$ cat src/rtl/disp_scan4.sv
// disp_scan4: multiplexed 4-digit scan driver feeding a 7-segment decoder, with frame-aligned value updates
// Ports:
//   clk, rst         clock and asynchronous active-high reset
//   en               1 = scanning; 0 = anodes off, prescaler and digit index frozen
//   load, value_in   one-cycle capture request and the 16-bit value to show
//   nibble, an       registered digit code and active-low digit enables
//   frame_done       one-cycle pulse when the digit index wraps 3 -> 0
//   busy             a captured value is waiting for the next frame boundary
module disp_scan4 #(
    parameter int REFRESH_DIV = 100000,
    parameter bit LZB_EN      = 1'b1
) (
    input  logic        clk,
    input  logic        rst,
    input  logic        en,
    input  logic        load,
    input  logic [15:0] value_in,
    output logic [3:0]  nibble,
    output logic [3:0]  an,
    output logic        frame_done,
    output logic        busy
);
    localparam int PW = $clog2(REFRESH_DIV);
    logic [PW-1:0] prescaler;
    logic [1:0]    idx, idx_next;
    logic [15:0]   shadow, disp, disp_next;
    logic          pending, tick, wrap, blank;
    assign tick      = en && prescaler == PW'(REFRESH_DIV - 1);
    assign wrap      = tick && idx == 2'd3;
    assign idx_next  = tick ? idx + 2'd1 : idx;
    // a load landing on the wrap tick bypasses the shadow so it is not lost
    assign disp_next = wrap ? (load ? value_in : pending ? shadow : disp) : disp;
    // a digit is a leading zero when it and every more significant digit are 0
    assign blank     = LZB_EN && (idx_next == 2'd3 ? disp_next[15:12] == 4'd0 :
                                  idx_next == 2'd2 ? disp_next[15:8]  == 8'd0 :
                                  idx_next == 2'd1 ? disp_next[15:4]  == 12'd0 : 1'b0);
    assign busy      = pending;
    always_ff @(posedge clk or posedge rst) begin
        if (rst) begin
            prescaler  <= '0;
            idx        <= 2'd0;
            shadow     <= 16'd0;
            disp       <= 16'd0;
            pending    <= 1'b0;
            nibble     <= 4'd0;
            an         <= 4'b1111;
            frame_done <= 1'b0;
        end else begin
            if (en) prescaler <= tick ? '0 : prescaler + 1'b1;
            if (load) shadow <= value_in;
            idx        <= idx_next;
            disp       <= disp_next;
            pending    <= wrap ? 1'b0 : (load | pending);
            frame_done <= wrap;
            nibble     <= disp_next[{idx_next, 2'b00} +: 4];
            an         <= (en && !blank) ? ~(4'b0001 << idx_next) : 4'b1111;
        end
    end
endmodule
$ cat config.mk
export PLATFORM = sky130hd
export DESIGN_NAME = disp_scan4
export DESIGN_NICKNAME = d
export VERILOG_FILES = /design/src/rtl/disp_scan4.sv
export SDC_FILE = /design/constraint.sdc
export NUM_CORES = 1
export LEC_CHECK = 0
export BUFFER_PORTS_ARGS = -buffer_cell sky130_fd_sc_hd__buf_2
export CAP_MARGIN = 20
export CORE_UTILIZATION = 60
export CTS_BUF_LIST = sky130_fd_sc_hd__clkbuf_2 sky130_fd_sc_hd__clkbuf_4 sky130_fd_sc_hd__clkbuf_8
export CTS_CLUSTER_SIZE = 16
export DETAILED_ROUTE_END_ITERATION = 8
export PLACE_DENSITY = 0.82
export SLEW_MARGIN = 20
export SYNTH_ARGS = -nofsm -noshare
export SYNTH_HDL_FRONTEND = slang
export SYNTH_SLANG_ARGS = --single-unit
$ cat constraint.sdc
create_clock -name clk -period 3.8 [get_ports clk]
set_clock_uncertainty 0.15 [all_clocks]
set_input_delay 0.38 -clock clk [delete_from_list [all_inputs] [get_ports clk]]
set_output_delay 0.38 -clock clk [all_outputs]
set_load 0.05 [all_outputs]
==> results.cfg, run 1 <==
[worst_setup_path]
critical_path_buf_inv_count = 0
slowest_delay_ps = 670
r2r_end = an[1]$_DFF_PP1_
start_kind = register
cp_max_fo = 19
crit_required_ps = 3910
crit_path_top_delay_cell = and3_1
crit_family = simple AND/OR/NAND/NOR gates
cp-startpoint = prescaler[13]$_DFFE_PP0P_
worstRegToRegCells = 7
r2r_slack_ps = 550
reg2reg_from = prescaler[13]$_DFFE_PP0P_
arrival_ps = 3350
endpoint_kind = register
crit_path_cell_trace = or4b_4, nor3_4, and3_1, a31o_2, a21oi_1, or4_1, o2111ai_2
path_class = register to register

[detailed_routing]
vias_per_cell = 5.974
vias = 2103
firstDrtPassIters = 4
drt_iter0_drc = 163
wl_per_cell_um = 16.85
drc = 0
ant_nets = 0
wirelength_um = 5932

[synth]
netlist_area_um2 = 2806
ys.flop_type = dfrtp_1
synthArstFlopShare_pct = 100.0
synth_cells = 266
yosysUniqueCellTypes = 43
syn-num-nets = 288
ys_warn_count = 0
synth_edf_count = 0
ys_ff_latch = 61
ys_seq_area_share_pct = 54.57
postSynthAreaPerCell_um2 = 10.55

[cells_and_area]
post-route-util_pct = 70.95
drive_above_1_share_pct = 26.33
antenna_cells = 0
nets = 317
final_common_cell = dfrtp_1
area_growth_pct = 11.59
final_cell_mix = 57 x dfrtp_1, 30 x nand2_1, 29 x buf_2, 22 x nor2_1, 20 x o22ai_1

[timing]
timing.fmax_ghz = 0.3080
rsz0062_at_grt = no
final-setup-viol-count = 0
hold_viol = 0
slew_headroom_pct = 51.45
finalSetupTns_ps = 0
slew_viol_final = 0
tightestPinTransition_ps = 727.2
timing.final.crit_share_pct = 85.44
min_period_ps = 3247

[floorplanning]
die_x_um = 70.39
rows = 24
start_util_pct = 63.58
core_area_um2 = 4414
die_h_um = 70.39
num_io_pins = 30
die-area_um2 = 4955

[clocking]
root_buffer = clkbuf_8
cts_made_buffers = 9
cts_resized = 0
cts_tree = done
postCtsSetupRepairBufs = 0
cts_sinks = 61
clk_pin_slew_worst_paths_ps = 70
cts.path.max_buffers = 2
clock_insertion_delay_worst_skew_ps = 330
htree_levels = 3
hold_buffers = 0

[run]
max_cap_viol_count = 0

[global_routing]
track_usage_pct = 26.32
grt_pass1_vias = 2090
grt.overflow.total = 0
grt_pass1_wl_um = 10020
grt_max_degree = 36
antenna_found_initial = 0

[placed_design]
port_buffers = 29
dp_hpwl_um = 4133
place_congestion = 0.8510

[min_path]
hp-class = input port to asynchronous set/reset pin

[pwr]
ir_worst_vdd_v = 0.0003115
p_leak_nw = 1.483
power_density_nw_per_um2 = 452.2
total_power_mw = 1.416

[run_status]
status = completed
[sequential cells by signal, summed over array words and instances, names as in the netlist]
name / count
prescaler: 17
disp: 16
shadow: 16
an: 4
nibble: 4
idx: 2
busy: 1
frame_done: 1
[layer usage]
metal	up-vias	track usage, %	share of wire [%]
met2	96	40.85	48
li1	996	-	-
met1	999	36.28	44
met4	0	10.89	1.4
met3	12	5.339	6.5
met5	-	0	0
[cell usage after synthesis (2+ instances only)]
library cell  count  area share (%)
dfrtp_1          57              51
a32oi_1           2            0.62
nand4_1           7             1.6
ha_1              2            0.89
o21ai_0          11             2.0
mux2_2           14             5.6
clkbuf_1          4            0.53
nor2_1           22             2.9
xor2_1            7             2.2
dfstp_2           4             3.7
and3_1            2            0.45
a31o_2            4             1.2
inv_1            13             1.7
mux2i_1           2            0.71
nand3_1           7             1.2
or4_1             2            0.53
a21oi_1          16             2.9
o22ai_1          20             4.5
nand2_1          30             4.0
xnor2_1           9             2.8
buf_6             3             1.2
and3_2            2            0.53
nor3_1            2            0.36
buf_2             5            0.89
[cell families after synthesis]
| kind of cell | after synthesis | share of synthesized area (%) |
|---|---|---|
| AO/OA/AOI/OAI | 59 | 13.11 |
| flip-flops | 61 | 54.57 |
| multiplexers | 16 | 6.331 |
| XOR/XNOR | 16 | 4.994 |
| AND/OR/NAND/NOR | 85 | 15.47 |
| adder cells (fa/ha/maj) | 2 | 0.8915 |
| buffers and inverters | 27 | 4.636 |
[worst reg2reg max path, stage by stage, from the launching register on]
cell       delay, ps
dfrtp_1          420
or4b_4           580
nor3_4           250
and3_1           670
a31o_2           250
a21oi_1           90
or4_1            570
o2111ai_2        190
[worst max path at each step]
stage | endpoint | depth (start not counted)
final | an[1]$_DFF_PP1_ | 7
after global placement | an[1]$_DFF_PP1_ | 7
after CTS | an[1]$_DFF_PP1_ | 7
after floorplan | nibble[3]$_DFF_PP0_ | 10
after detailed placement | an[1]$_DFF_PP1_ | 7
after global routing | an[1]$_DFF_PP1_ | 7
[through the flow]
step | instance area [um^2] | hold slack (ps) | std cells | setup slack (ps)
4_1_cts | 3132 | 38.54 | 352 | 585.3
5_1_grt | 3132 | 78.01 | 352 | 491.6
2_1_floorplan | 2806 | 302.2 | 266 | 1055
3_3_place_gp | 2954 | 321.6 | 336 | 750.7
6_report | 3132 | 15.54 | 352 | 553.4
3_5_place_dp | 2954 | 329.9 | 336 | 597.7
[cell type report]
type,count,area [um^2]
fillers,316,1282
clock inverters,2,10.01
well taps,52,65.06
clock buffers,14,167.7
multi-input cells,178,1145
inverters,14,52.55
repair buffers,31,160.2
flip-flops and latches,61,1531
[where the power goes]
group          switching [mW]  total (mW)  internal (mW)
Clock                   0.235       0.517          0.282
Sequential             0.0458       0.748          0.702
Combinational          0.0830       0.151         0.0681
Power figures use the tool's default switching activity.
==> run 2: changes to the inputs <==
--- a/config.mk
+++ b/config.mk
@@ -5,6 +5,7 @@
 export SDC_FILE = /design/constraint.sdc
 export NUM_CORES = 1
 export LEC_CHECK = 0
+export ABC_AREA = 1
 export BUFFER_PORTS_ARGS = -buffer_cell sky130_fd_sc_hd__buf_2
 export CAP_MARGIN = 20
 export CORE_UTILIZATION = 60
==> run 2 against run 1 <==
Effect of this change:
- hold slack improved by 110 ps
- global-route usage increased by 1.1 points
- critical path type unchanged
- critical path depth decreased by 1
- count of clock-buffer cells in the layout decreased by 2
- utilization increased by 1.2 points
- non-clock buffer count unchanged
- synthesized cell count increased by 37%
- largest cell class unchanged
- die area increased by 7.6%
- cell count increased by 34%
- largest power group unchanged
==> results.cfg, run 2 <==
[run_status]
status = completed

[pwr]
p_leak_nw = 1.815
power_density_nw_per_um2 = 457.5
ir_worst_vdd_v = 0.0002903

[cells_and_area]
reg_top3 = prescaler (17), disp (16), shadow (16)
finalNonFillerCells = 470
area_growth_pct = 14.14
nets = 420
drive_above_1_share_pct = 20.10
regMostFlops = prescaler
largest_reg_flops = 17
antenna_cells = 0
fin_area_um2 = 3455
post-route-util_pct = 72.18
final_common_cell = nand2_1
final_cell_mix = 108 x nand2_1, 57 x dfrtp_1, 52 x inv_1, 29 x buf_2, 24 x nand3_1

[global_routing]
grt_pass1_vias = 2282
grt.overflow.total = 0
grt_max_degree = 33
antenna_found_initial = 0
grt_pass1_wl_um = 10730
track_usage_pct = 27.39

[timing]
slew_viol_final = 0
rsz0062_at_grt = no
timing.fmax_ghz = 0.4407
min_period_ps = 2269
tightestPinTransition_ps = 649.7
timing.final.crit_share_pct = 59.72
final-setup-viol-count = 0
finalSetupTns_ps = 0
holdWs_ps = 124.3
slew_headroom_pct = 56.62
hold_viol = 0

[clocking]
cts_tree = done
cts_sinks = 61
root_buffer = clkbuf_8
postCtsSetupRepairBufs = 0
cts.path.max_buffers = 2
htree_levels = 3
cts_made_buffers = 9
clk_pin_slew_worst_paths_ps = 70
clock_insertion_delay_worst_skew_ps = 340

[detailed_routing]
vias = 2498
wirelength_um = 6344
vias_per_cell = 5.315
drt_iter0_drc = 217
firstDrtPassIters = 5
drc = 0
ant_nets = 0
wl_per_cell_um = 13.50

[floorplanning]
start_util_pct = 63.24
die_h_um = 73.03
die-area_um2 = 5333
core_area_um2 = 4786
num_io_pins = 30
rows = 25
die_x_um = 73.03

[min_path]
hp-class = input port to register
hold_depth = 3

[synth]
ys_seq_area_share_pct = 50.60
yosysUniqueCellTypes = 37
ys_warn_count = 0
synth_edf_count = 0
postSynthAreaPerCell_um2 = 8.292
netlist_area_um2 = 3027
netlist.top_cell.by_area = dfrtp_1
ys_ff_latch = 61
synthArstFlopShare_pct = 100.0
ys.flop_type = dfrtp_1
synth_top_cell_area_share_pct = 47.13
synth_common_cells = 108 x nand2_1, 57 x dfrtp_1, 53 x inv_1
syn-num-nets = 387
yosysMostFrequentCell = nand2_1
yosys-top-cells-area = dfrtp_1 47%, nand2_1 13%, inv_1 6.6%
synth_cells = 365

[worst_setup_path]
worstRegToRegCells = 6
crit_required_ps = 3860
arrival_ps = 2330
cp_max_fo = 13
crit_path_top_delay_cell = ha_1
path_class = register to register
start_kind = register
slowest_delay_ps = 520
endpoint_kind = register
crit_path_cell_trace = ha_1, nand4_4, o21ai_2, inv_1, a22oi_1, nand3_1

[run]
max_cap_viol_count = 0

[placed_design]
placed_cells = 453
place_congestion = 0.9061
dp_hpwl_um = 4521
post_dp_cell_area_um2 = 3216
port_buffers = 29
-- run 2: cell types whose count changed after synthesis, sizes merged, moves of 4 or more --
| cell | delta |
|---|---|
| a21oi | -9 |
| a31o | -5 |
| and3 | -4 |
| buf | -5 |
| inv | +43 |
| mux2 | -14 |
| nand2 | +86 |
| nand3 | +20 |
| nor2 | +4 |
| o21ai | +10 |
| o22ai | -20 |
| o31ai | +4 |
| xnor2 | -7 |
-- run 2: kinds of logic after synthesis --
logic type,count (synthesis),share of synthesized area [%]
flip-flops,61,50.60
buffers and inverters,66,8.681
AND/OR/NAND/NOR,186,28.44
AO/OA/AOI/OAI,44,9.219
XOR/XNOR,6,2.233
adder cells (fa/ha/maj),2,0.8267
-- run 2: stage by stage --
stage / setup WS, ps / power [mW]
4_1_cts: 1548 / 1.584
3_3_place_gp: 1602 / 0.9180
2_1_floorplan: 1764 / 0.8753
3_5_place_dp: 1547 / 0.9252
6_report: 1531 / 1.580
5_1_grt: 1353 / 1.640
-- run 2: final timing paths --
kind                                       startpoint                  endpoint  slack [ps]
worst max-delay path                 idx[0]$_DFF_PP0_       nibble[1]$_DFF_PP0_        1530
worst min-delay path                      value_in[3]     shadow[3]$_DFFE_PP0P_         120
worst max register to register       idx[0]$_DFF_PP0_       nibble[1]$_DFF_PP0_        1530
worst min register to register  shadow[6]$_DFFE_PP0P_     shadow[6]$_DFFE_PP0P_         320
max in group asynchronous                         rst  prescaler[3]$_DFFE_PP0P_        2150
min in group asynchronous                         rst        disp[15]$_DFF_PP0_         520
-- run 2: per-layer routing --
metal  part of all wire (%)  global-route usage [%]  vias to the layer above
met5                      0                       0                        -
met4                    2.3                   13.51                        0
met3                    6.6                   4.420                       14
met2                     44                   38.89                       94
met1                     47                   40.66                     1166
li1                       -                       -                     1224
-- run 2: layout make-up --
class | count | area (um^2)
Sequential cell | 61 | 1531
Fill cell | 354 | 1331
Multi-Input combinational cell | 238 | 1232
Inverter | 57 | 215.2
Timing Repair Buffer | 31 | 162.7
Clock buffer | 12 | 158.9
Tap cell | 67 | 83.83
Clock inverter | 4 | 70.07
-- run 2: timing repair --
| item | CTS | global route |
|---|---|---|
| resized for setup | 0 | 0 |
| setup endpoints to repair | 0 | 0 |
| hold endpoints to repair | 27 | 0 |
| hold buffers | 1 | 0 |
-- run 2: where the power goes --
part	switching, mW	internal (mW)	total, mW
logic	0.104	0.0604	0.164
registers	0.0535	0.701	0.754
clock network	0.252	0.410	0.662
total	0.409	1.17	1.58
-- run 2: worst max-delay path: cells and delay by family, from the launching register on --
kind,cells,cell delay [ps]
AO/OA/AOI/OAI,2,450
buffers and inverters,1,80
AND/OR/NAND/NOR,2,450
flip-flops,1,470
adder cells (fa/ha/maj),1,520
